$ cat config.mk
export PLATFORM = sky130hd
export DESIGN_NAME = ft245_ctrl
export DESIGN_NICKNAME = d
export VERILOG_FILES = /design/src/rtl/ft245_pkg.sv /design/src/rtl/ft245_sync.sv /design/src/rtl/ft245_ctrl.sv
export SDC_FILE = /design/constraint.sdc
export NUM_CORES = 1
export LEC_CHECK = 0
export BUFFER_PORTS_ARGS = -buffer_cell sky130_fd_sc_hd__buf_2
export CAP_MARGIN = 20
export CORE_MARGIN = 2
export CORE_UTILIZATION = 30
export DETAILED_ROUTE_END_ITERATION = 16
export PLACE_DENSITY_LB_ADDON = 0.2
export SETUP_SLACK_MARGIN = 0.1
export SLEW_MARGIN = 20
export SYNTH_ARGS = -nofsm -noshare
export SYNTH_HDL_FRONTEND = slang
export SYNTH_SLANG_ARGS = --single-unit
$ cat constraint.sdc
create_clock -name clk -period 1.85 [get_ports clk]
set_input_delay 0.0925 -clock clk [delete_from_list [all_inputs] [get_ports clk]]
set_output_delay 0.0925 -clock clk [all_outputs]
set_load 0.01 [all_outputs]
$ cat src/rtl/ft245_pkg.sv
// Shared types and timing defaults for the FT245 async FIFO bus controller.
package ft245_pkg;
  localparam int CNT_W        = 4;
  localparam int RD_PULSE_DEF = 4;
  localparam int RD_RECOV_DEF = 4;
  localparam int WR_PULSE_DEF = 4;
  localparam int WR_HOLD_DEF  = 2;
  localparam int GUARD_DEF    = 2;

  typedef enum logic [2:0] {
    ST_IDLE,
    ST_RD_STROBE,
    ST_RD_RECOV,
    ST_WR_STROBE,
    ST_WR_HOLD,
    ST_GUARD_WAIT
  } state_t;

  // Timing counters load N-1 and count down to zero, giving exactly N cycles.
  function automatic logic [CNT_W-1:0] cnt_load(input int n);
    return CNT_W'(n - 1);
  endfunction
endpackage

$ cat src/rtl/ft245_sync.sv
// Two-flop synchroniser for FT245 status flags; resets to 1 so flags read inactive.
module ft245_sync (
  input  logic clk,
  input  logic rst_n,
  input  logic i_d,
  output logic o_q
);
  logic r_s1, r_s2;

  always_ff @(posedge clk or negedge rst_n) begin
    if (!rst_n) begin
      r_s1 <= 1'b1;
      r_s2 <= 1'b1;
    end else begin
      r_s1 <= i_d;
      r_s2 <= r_s1;
    end
  end

  assign o_q = r_s2;
endmodule

$ cat src/rtl/ft245_ctrl.sv
// FT245 bus sequencer: arbitrates TX/RX bytes onto the shared 8-bit bus with timed strobes.
// Define FT245_RR_ARB_EN for round-robin arbitration; default is fixed read priority.
module ft245_ctrl
  import ft245_pkg::*;
#(
  parameter int RD_PULSE = RD_PULSE_DEF,
  parameter int RD_RECOV = RD_RECOV_DEF,
  parameter int WR_PULSE = WR_PULSE_DEF,
  parameter int WR_HOLD  = WR_HOLD_DEF,
  parameter int GUARD    = GUARD_DEF
) (
  input  logic       clk,
  input  logic       rst_n,
  input  logic       rxf_n,
  input  logic       txe_n,
  input  logic [7:0] d_i,
  output logic [7:0] d_o,
  output logic       d_oe,
  output logic       rd_n,
  output logic       wr,
  input  logic [7:0] tx_data,
  input  logic       tx_valid,
  output logic       tx_ready,
  output logic [7:0] rx_data,
  output logic       rx_valid,
  input  logic       rx_ready,
  output logic       busy
);
  logic w_rxf_s, w_txe_s;

  ft245_sync u_rxf_sync (.clk(clk), .rst_n(rst_n), .i_d(rxf_n), .o_q(w_rxf_s));
  ft245_sync u_txe_sync (.clk(clk), .rst_n(rst_n), .i_d(txe_n), .o_q(w_txe_s));

  state_t           r_state;
  logic [CNT_W-1:0] r_cnt;
  logic [CNT_W-1:0] r_gcnt;
  logic             r_rd_n, r_wr, r_d_oe, r_rx_valid;
  logic [7:0]       r_d_o, r_rx_data;

  logic w_decide, w_rd_req, w_wr_req, w_rd_grant, w_wr_grant;

  // A held rx byte blocks further reads so backpressure stays in the device FIFO.
  assign w_decide = (r_state == ST_IDLE) && (r_gcnt == '0);
  assign w_rd_req = !w_rxf_s && !r_rx_valid;
  assign w_wr_req = !w_txe_s && tx_valid;

`ifdef FT245_RR_ARB_EN
  logic r_last_wr;

  assign w_rd_grant = w_decide && w_rd_req && (!w_wr_req || r_last_wr);

  always_ff @(posedge clk or negedge rst_n) begin
    if (!rst_n)          r_last_wr <= 1'b1;
    else if (w_rd_grant) r_last_wr <= 1'b0;
    else if (w_wr_grant) r_last_wr <= 1'b1;
  end
`else
  assign w_rd_grant = w_decide && w_rd_req;
`endif

  assign w_wr_grant = w_decide && w_wr_req && !w_rd_grant;

  always_ff @(posedge clk or negedge rst_n) begin
    if (!rst_n) begin
      r_state    <= ST_IDLE;
      r_cnt      <= '0;
      r_gcnt     <= '0;
      r_rd_n     <= 1'b1;
      r_wr       <= 1'b0;
      r_d_oe     <= 1'b0;
      r_d_o      <= '0;
      r_rx_data  <= '0;
      r_rx_valid <= 1'b0;
    end else begin
      if (r_rx_valid && rx_ready) r_rx_valid <= 1'b0;
      case (r_state)
        ST_IDLE: begin
          if (w_rd_grant) begin
            r_rd_n  <= 1'b0;
            r_cnt   <= cnt_load(RD_PULSE);
            r_state <= ST_RD_STROBE;
          end else if (w_wr_grant) begin
            r_d_o   <= tx_data;
            r_d_oe  <= 1'b1;
            r_wr    <= 1'b1;
            r_cnt   <= cnt_load(WR_PULSE);
            r_state <= ST_WR_STROBE;
          end
        end
        ST_RD_STROBE: begin
          if (r_cnt == '0) begin
            r_rd_n     <= 1'b1;
            r_rx_data  <= d_i;
            r_rx_valid <= 1'b1;
            r_cnt      <= cnt_load(RD_RECOV);
            r_state    <= ST_RD_RECOV;
          end else begin
            r_cnt <= r_cnt - 1'b1;
          end
        end
        ST_RD_RECOV: begin
          if (r_cnt == '0) begin
            r_gcnt  <= cnt_load(GUARD);
            r_state <= ST_GUARD_WAIT;
          end else begin
            r_cnt <= r_cnt - 1'b1;
          end
        end
        ST_WR_STROBE: begin
          if (r_cnt == '0) begin
            r_wr    <= 1'b0;
            r_cnt   <= cnt_load(WR_HOLD);
            r_state <= ST_WR_HOLD;
          end else begin
            r_cnt <= r_cnt - 1'b1;
          end
        end
        ST_WR_HOLD: begin
          if (r_cnt == '0) begin
            r_d_oe  <= 1'b0;
            r_gcnt  <= cnt_load(GUARD);
            r_state <= ST_GUARD_WAIT;
          end else begin
            r_cnt <= r_cnt - 1'b1;
          end
        end
        ST_GUARD_WAIT: begin
          // Flags are ignored here while the synchronisers catch up with the device.
          if (r_gcnt == '0) r_state <= ST_IDLE;
          else              r_gcnt  <= r_gcnt - 1'b1;
        end
        default: r_state <= ST_IDLE;
      endcase
    end
  end

  assign d_o      = r_d_o;
  assign d_oe     = r_d_oe;
  assign rd_n     = r_rd_n;
  assign wr       = r_wr;
  assign tx_ready = w_wr_grant;
  assign rx_data  = r_rx_data;
  assign rx_valid = r_rx_valid;
  assign busy     = (r_state != ST_IDLE);
endmodule
==> metrics.yaml, run 1 <==
final_layout:
  mostFrequentLayoutCells: "buf_2, dfrtp_1, buf_4"
  area_growth_syn_to_layout_pct: 39.3
  diodes: 0
  final_common_cell: "buf_2"
  layout.nets: 237
  drive_above_1_share_pct: 49.8
synthesis:
  synth_area_um2: 1740
  synth_flop_cell: "dfrtp_1"
  syn_area_per_cell_um2: 12.0
  yosysWarningCount: 0
  syn_inst: 145
  synth.distinct_cells: 49
  async_flop_share_pct: 100
  syn_nets: 170
  yosysSeqAreaShare_pct: 50.8
  synth_edf_count: 0
  ys_seq_elements: 35
sta:
  slew_headroom_pct: 47.3
  whs_ps: 10.5
  setup_viol: 0
  rsz0062_at_grt: "true"
  hold_viol: 0
  worst-slew-pin-transition_ps: 791
  final.setup.tns_ps: 0
  min_period_ps: 1770
  min_period_over_period_pct: 95.6
  fmax_ghz: 0.565
  maxSlewViolCount: 0
  skew_ps: 8.24
critical_path:
  critPathMaxStageDelay_ps: 410
  crit_slowest_cell: "dfrtp_1"
  critical_path_buf_inv_count: 2
  end_kind: "flip-flop"
  path_cells: "inv_1, ha_2, nor3b_4, buf_4, o211ai_2, and2_4, o31ai_2"
  required_ps: 2040
  start_kind: "flip-flop"
  worstPathArrival_ps: 1960
  crit_type: "reg2reg"
  cp_top_family: "simple AND/OR/NAND/NOR gates"
  critical_path.max_fanout: 4
detailed_routing:
  post_drt_wl_per_cell_um: 14.2
  drtPass1Iterations: 4
  drt_wl_total_um: 4040
  antenna_left: 0
  num_vias: 1365
  route.detailed.drc: 0
  drtIter0Drc: 63
  via_per_inst: 4.79
floorplanning:
  core_area_um2: 5540
  num_io_pins: 44
  die_w_um: 80.1
  start_util_pct: 31.4
  die-area_um2: 6420
  rows: 27
  die_h_um: 80.1
global_route:
  grt-ovfl-total: 0
  grt_usage_pct: 13.2
  grt_pass1_wl_um: 6470
  grt_max_degree: 36
  grt_pass1_vias: 1352
  antenna_found_initial: 0
cts:
  clkLatencyLatePin_ps: 290
  htree_levels: 2
  clock_path_buffers: 2
  cts-root-buf: "clkbuf_8"
  cts_tree: "built"
  cts-buffers-inserted: 5
  cts.sinks: 35
  clk_pin_slew_ps: 70
power_and_ir_drop:
  total_switching_power_mw: 1.63
  p_per_area_nw_per_um2: 1710
  power_frac_seq_pct: 34.7
  intPower_mw: 2.52
  swShare_pct: 39.2
  irDropWorstVdd_mv: 0.615
  p_clk_share_pct: 14.8
  p_leak_nw: 1.15
  power_frac_comb_pct: 50.6
worst_hold_path:
  min-delay-path-class: "in2reg"
place:
  gp_congestion: 0.790
  io_buffers: 43
  place_hpwl_um: 2660
run:
  max-cap-violations: 0
status:
  outcome: "finished, final reports clean"
power by group through the flow:
stage | clock network [mW] | logic [mW] | registers (mW)
floorplan | 0 | 1.18 | 1.37
global placement | 0 | 1.62 | 1.38
detailed placement | 0 | 1.66 | 1.40
CTS | 0.631 | 1.76 | 1.39
global route | 0.682 | 2.27 | 1.49
finish | 0.614 | 2.10 | 1.44
synth_stat cells, drive strengths merged (2+ instances only):
master | instances | share of area [%]
dfrtp | 30 | 43
a22oi | 2 | 0.86
nand2b | 2 | 0.72
nor3 | 5 | 2.1
nand3 | 5 | 1.4
ha | 3 | 2.2
nor3b | 3 | 2.5
dfstp | 5 | 7.6
mux2 | 18 | 12
inv | 10 | 2.2
o31ai | 2 | 0.86
buf | 6 | 2.2
o211ai | 3 | 1.9
o22ai | 3 | 1.4
a21oi | 6 | 1.7
xnor2 | 2 | 1.0
or3b | 2 | 1.0
nand2 | 7 | 1.5
nor2 | 5 | 1.2
mux2i | 2 | 1.2
and3 | 2 | 0.72
nor2b | 3 | 1.2
o21ai | 3 | 0.86
per-layer routing:
metal,up-vias,wire [um],GRT usage (%)
met3,8,175,4.04
met4,0,87,6.95
met2,38,2020,20.7
met1,658,1760,16.3
li1,661,-,-
met5,-,0,0
layout make-up:
cell class / instances / area (um2)
Fill cell: 539 / 3120
Clock buffer: 8 / 100
Sequential cell: 35 / 883
Multi-Input combinational cell: 93 / 861
Inverter: 10 / 42.5
Tap cell: 72 / 90.1
Timing Repair Buffer: 67 / 444
worst paths after layout:
check | from | endpoint | slack, ps | cells after the start
worst max-delay path | r_gcnt[0]$_DFFE_PN0P_ | r_cnt[1]$_DFFE_PN0P_ | 80 | 7
worst max register to register | r_gcnt[0]$_DFFE_PN0P_ | r_cnt[1]$_DFFE_PN0P_ | 80 | 7
worst min register to register | u_txe_sync.r_s1$_DFF_PN1_ | u_txe_sync.o_q$_DFF_PN1_ | 360 | 0
max in group asynchronous | rst_n | r_state[0]$_DFFE_PN0P_ | 860 | 2
min in group asynchronous | rst_n | r_cnt[2]$_DFFE_PN0P_ | 430 | 2
worst min-delay path | tx_data[0] | d_o[0]$_DFFE_PN0P_ | 10 | 2
metrics by stage:
step                instance area (um2)  worst slack [ps]  cells  utilization [%]  power [mW]
floorplan                          1740               199    145                -        2.55
global placement                   2040              73.5    258             36.8        2.99
detailed placement                 2040             -15.8    258             36.8        3.05
global route                       2420              13.9    285             43.7        4.44
finish                             2420              81.6    285             43.7        4.15
CTS                                2230              89.6    273             40.2        3.79
worst reg2reg max path, delay by kind of cell, from the launching register on:
family                     cells  cell delay (ps)
DFF                            1              410
and+or+nand+nor                2              440
adders and majority gates      1              180
buffers and inverters          2              260
AOI/OAI and AO/OA              2              400
cells by family after synthesis:
family                     synth area share, %
DFF                                       50.8
buffers and inverters                     4.68
xor gates and xnor gates                  1.51
AOI/OAI and AO/OA                         12.0
adders and majority gates                 2.16
and+or+nand+nor                           16.1
muxes                                     12.8
state kept, by name, summed over array words and instances, names as in the netlist, 3 cells and up:
signal / cells
rx_data: 8
r_gcnt: 4
r_cnt: 4
r_state: 3
d_o: 8
what timing repair did:
action	CTS	global route
cloned	0	1
resized for setup	6	22
pin swaps	0	4
endpoints found under the setup margin	26	18
hold buffers	4	0
hold endpoints to repair	33	0
buffers inserted	3	11
(Power assumes the default switching activity.)
==> run 2: changes to the inputs <==
--- a/config.mk
+++ b/config.mk
@@ -8,7 +8,7 @@
 export BUFFER_PORTS_ARGS = -buffer_cell sky130_fd_sc_hd__buf_2
 export CAP_MARGIN = 20
 export CORE_MARGIN = 2
-export CORE_UTILIZATION = 30
+export CORE_UTILIZATION = 40
 export DETAILED_ROUTE_END_ITERATION = 16
 export PLACE_DENSITY_LB_ADDON = 0.2
 export SETUP_SLACK_MARGIN = 0.1
==> metrics.yaml, run 2 (synthesis gave the netlist of run 1 again) <==
cts:
  clock_path_buffers: 2
  cts.sinks: 35
  clk_pin_slew_ps: 70
  cts-root-buf: "clkbuf_8"
  cts-buffers-inserted: 5
  cts_tree: "built"
  htree_levels: 2
  clkLatencyLatePin_ps: 280
sta:
  fmax_ghz: 0.587
  worst-slew-pin-transition_ps: 795
  slew_headroom_pct: 47.0
  hold_viol: 0
  min_period_over_period_pct: 92.2
  min_period_ps: 1710
  maxSlewViolCount: 0
  whs_ps: 15.6
  rsz0062_at_grt: "true"
  skew_ps: 8.40
  final.setup.tns_ps: 0
  timing.final.ws_setup_ps: 145
  setup_viol: 0
final_layout:
  final_core_util_pct: 56.6
  layout.nets: 232
  stdcell_count: 258
  drive_above_1_share_pct: 46.6
  post-route-cell-area_um2: 2310
  diodes: 0
  final_common_cell: "buf_2"
  fill_cells: 362
  area_growth_syn_to_layout_pct: 33.1
  mostFrequentLayoutCells: "buf_2, dfrtp_1, mux2_1"
floorplanning:
  core_area_um2: 4090
  rows: 23
  die_w_um: 69.9
  die_h_um: 69.9
  num_io_pins: 44
  start_util_pct: 42.5
  die-area_um2: 4890
critical_path:
  worstPathArrival_ps: 1890
  required_ps: 2040
  cp-startpoint: "r_gcnt[0]$_DFFE_PN0P_"
  critical_path.max_fanout: 4
  reg2reg_from: "r_gcnt[0]$_DFFE_PN0P_"
  end_kind: "flip-flop"
  crit_type: "reg2reg"
  regToRegSetupSlack_ps: 140
  start_kind: "flip-flop"
detailed_routing:
  num_vias: 1344
  route.detailed.drc: 0
  via_per_inst: 5.21
  top_layer: "met4"
  wl_met3_um: 184
  drtPass1Iterations: 4
  routed-wl-met2_um: 1820
  drt_wl_total_um: 3700
  drt-met1-wl_um: 1630
  drtIter0Drc: 76
  antenna_left: 0
  post_drt_wl_per_cell_um: 14.3
place:
  placed_cell_area_um2: 2010
  io_buffers: 43
  post-place-ws_ps: -18.9
  dp.cells: 236
  place_hpwl_um: 2440
  gp_congestion: 0.792
power_and_ir_drop:
  p_total_mw: 3.75
  p_per_area_nw_per_um2: 1620
  p_leak_nw: 1.11
  irDropWorstVdd_mv: 0.778
  total_switching_power_mw: 1.44
  power_frac_comb_pct: 49.2
  p_clk_share_pct: 15.2
  swShare_pct: 38.4
  power_frac_seq_pct: 35.6
  intPower_mw: 2.31
worst_hold_path:
  min_from: "tx_data[0]"
  min-delay-path-class: "in2reg"
global_route:
  antenna_found_initial: 0
  grt_pass1_wl_um: 6310
  grt_usage_pct: 16.1
  grt-ovfl-total: 0
  grt_max_degree: 36
  grt_pass1_vias: 1399
run:
  max-cap-violations: 0
status:
  outcome: "finished, final reports clean"
[run 2: cell type report]
cell class                 instances  area (um2)  share of cell area [%]
clock buffer                       7        86.3                    3.73
sequential                        35         885                    38.2
timing repair buffer              61         380                    16.4
inverter                          10        37.5                    1.62
tap                               50        62.6                    2.70
multi-input combinational         94         857                    37.0
clock inverter                     1        5.00                   0.216
[run 2: path summary, 6_finish.rpt]
path,cells past startpoint,endpoint
min reg2reg,0,u_txe_sync.o_q$_DFF_PN1_
max,7,r_cnt[1]$_DFFE_PN0P_
max in group asynchronous,2,r_state[0]$_DFFE_PN0P_
min in group asynchronous,2,d_oe$_DFFE_PN0P_
max reg2reg,7,r_cnt[1]$_DFFE_PN0P_
min,2,d_o[0]$_DFFE_PN0P_
[run 2: power groups by stage]
stage,clock [mW],combinational [mW],sequential (mW)
after global placement,0,1.47,1.33
after global routing,0.624,2.02,1.39
final,0.568,1.85,1.33
after CTS,0.590,1.57,1.34
after floorplan,0,1.18,1.37
after detailed placement,0,1.51,1.34
[run 2: what timing repair did]
item                                    4_1_cts  5_1_grt
endpoints found under the setup margin       15       17
endpoints found under the hold margin        33        0
cloned                                        0        1
resized for setup                             5       15
hold buffers                                  4        0
buffers inserted                              1        8
pin swaps                                     0        1
[run 2: per-layer routing]
| metal | GRT usage [%] | vias to the layer above |
|---|---|---|
| met5 | 0 | - |
| met4 | 5.98 | 0 |
| met3 | 4.18 | 6 |
| met2 | 26.3 | 44 |
| met1 | 20.4 | 649 |
| li1 | - | 645 |
[run 2: worst max-delay path, cell delays in order (launching register included)]
cell and delay (ps):
dfrtp_1 400, inv_2 80, ha_4 140, nor3b_4 230, buf_4 170, o211ai_2 140
and2_4 200, o31ai_1 260
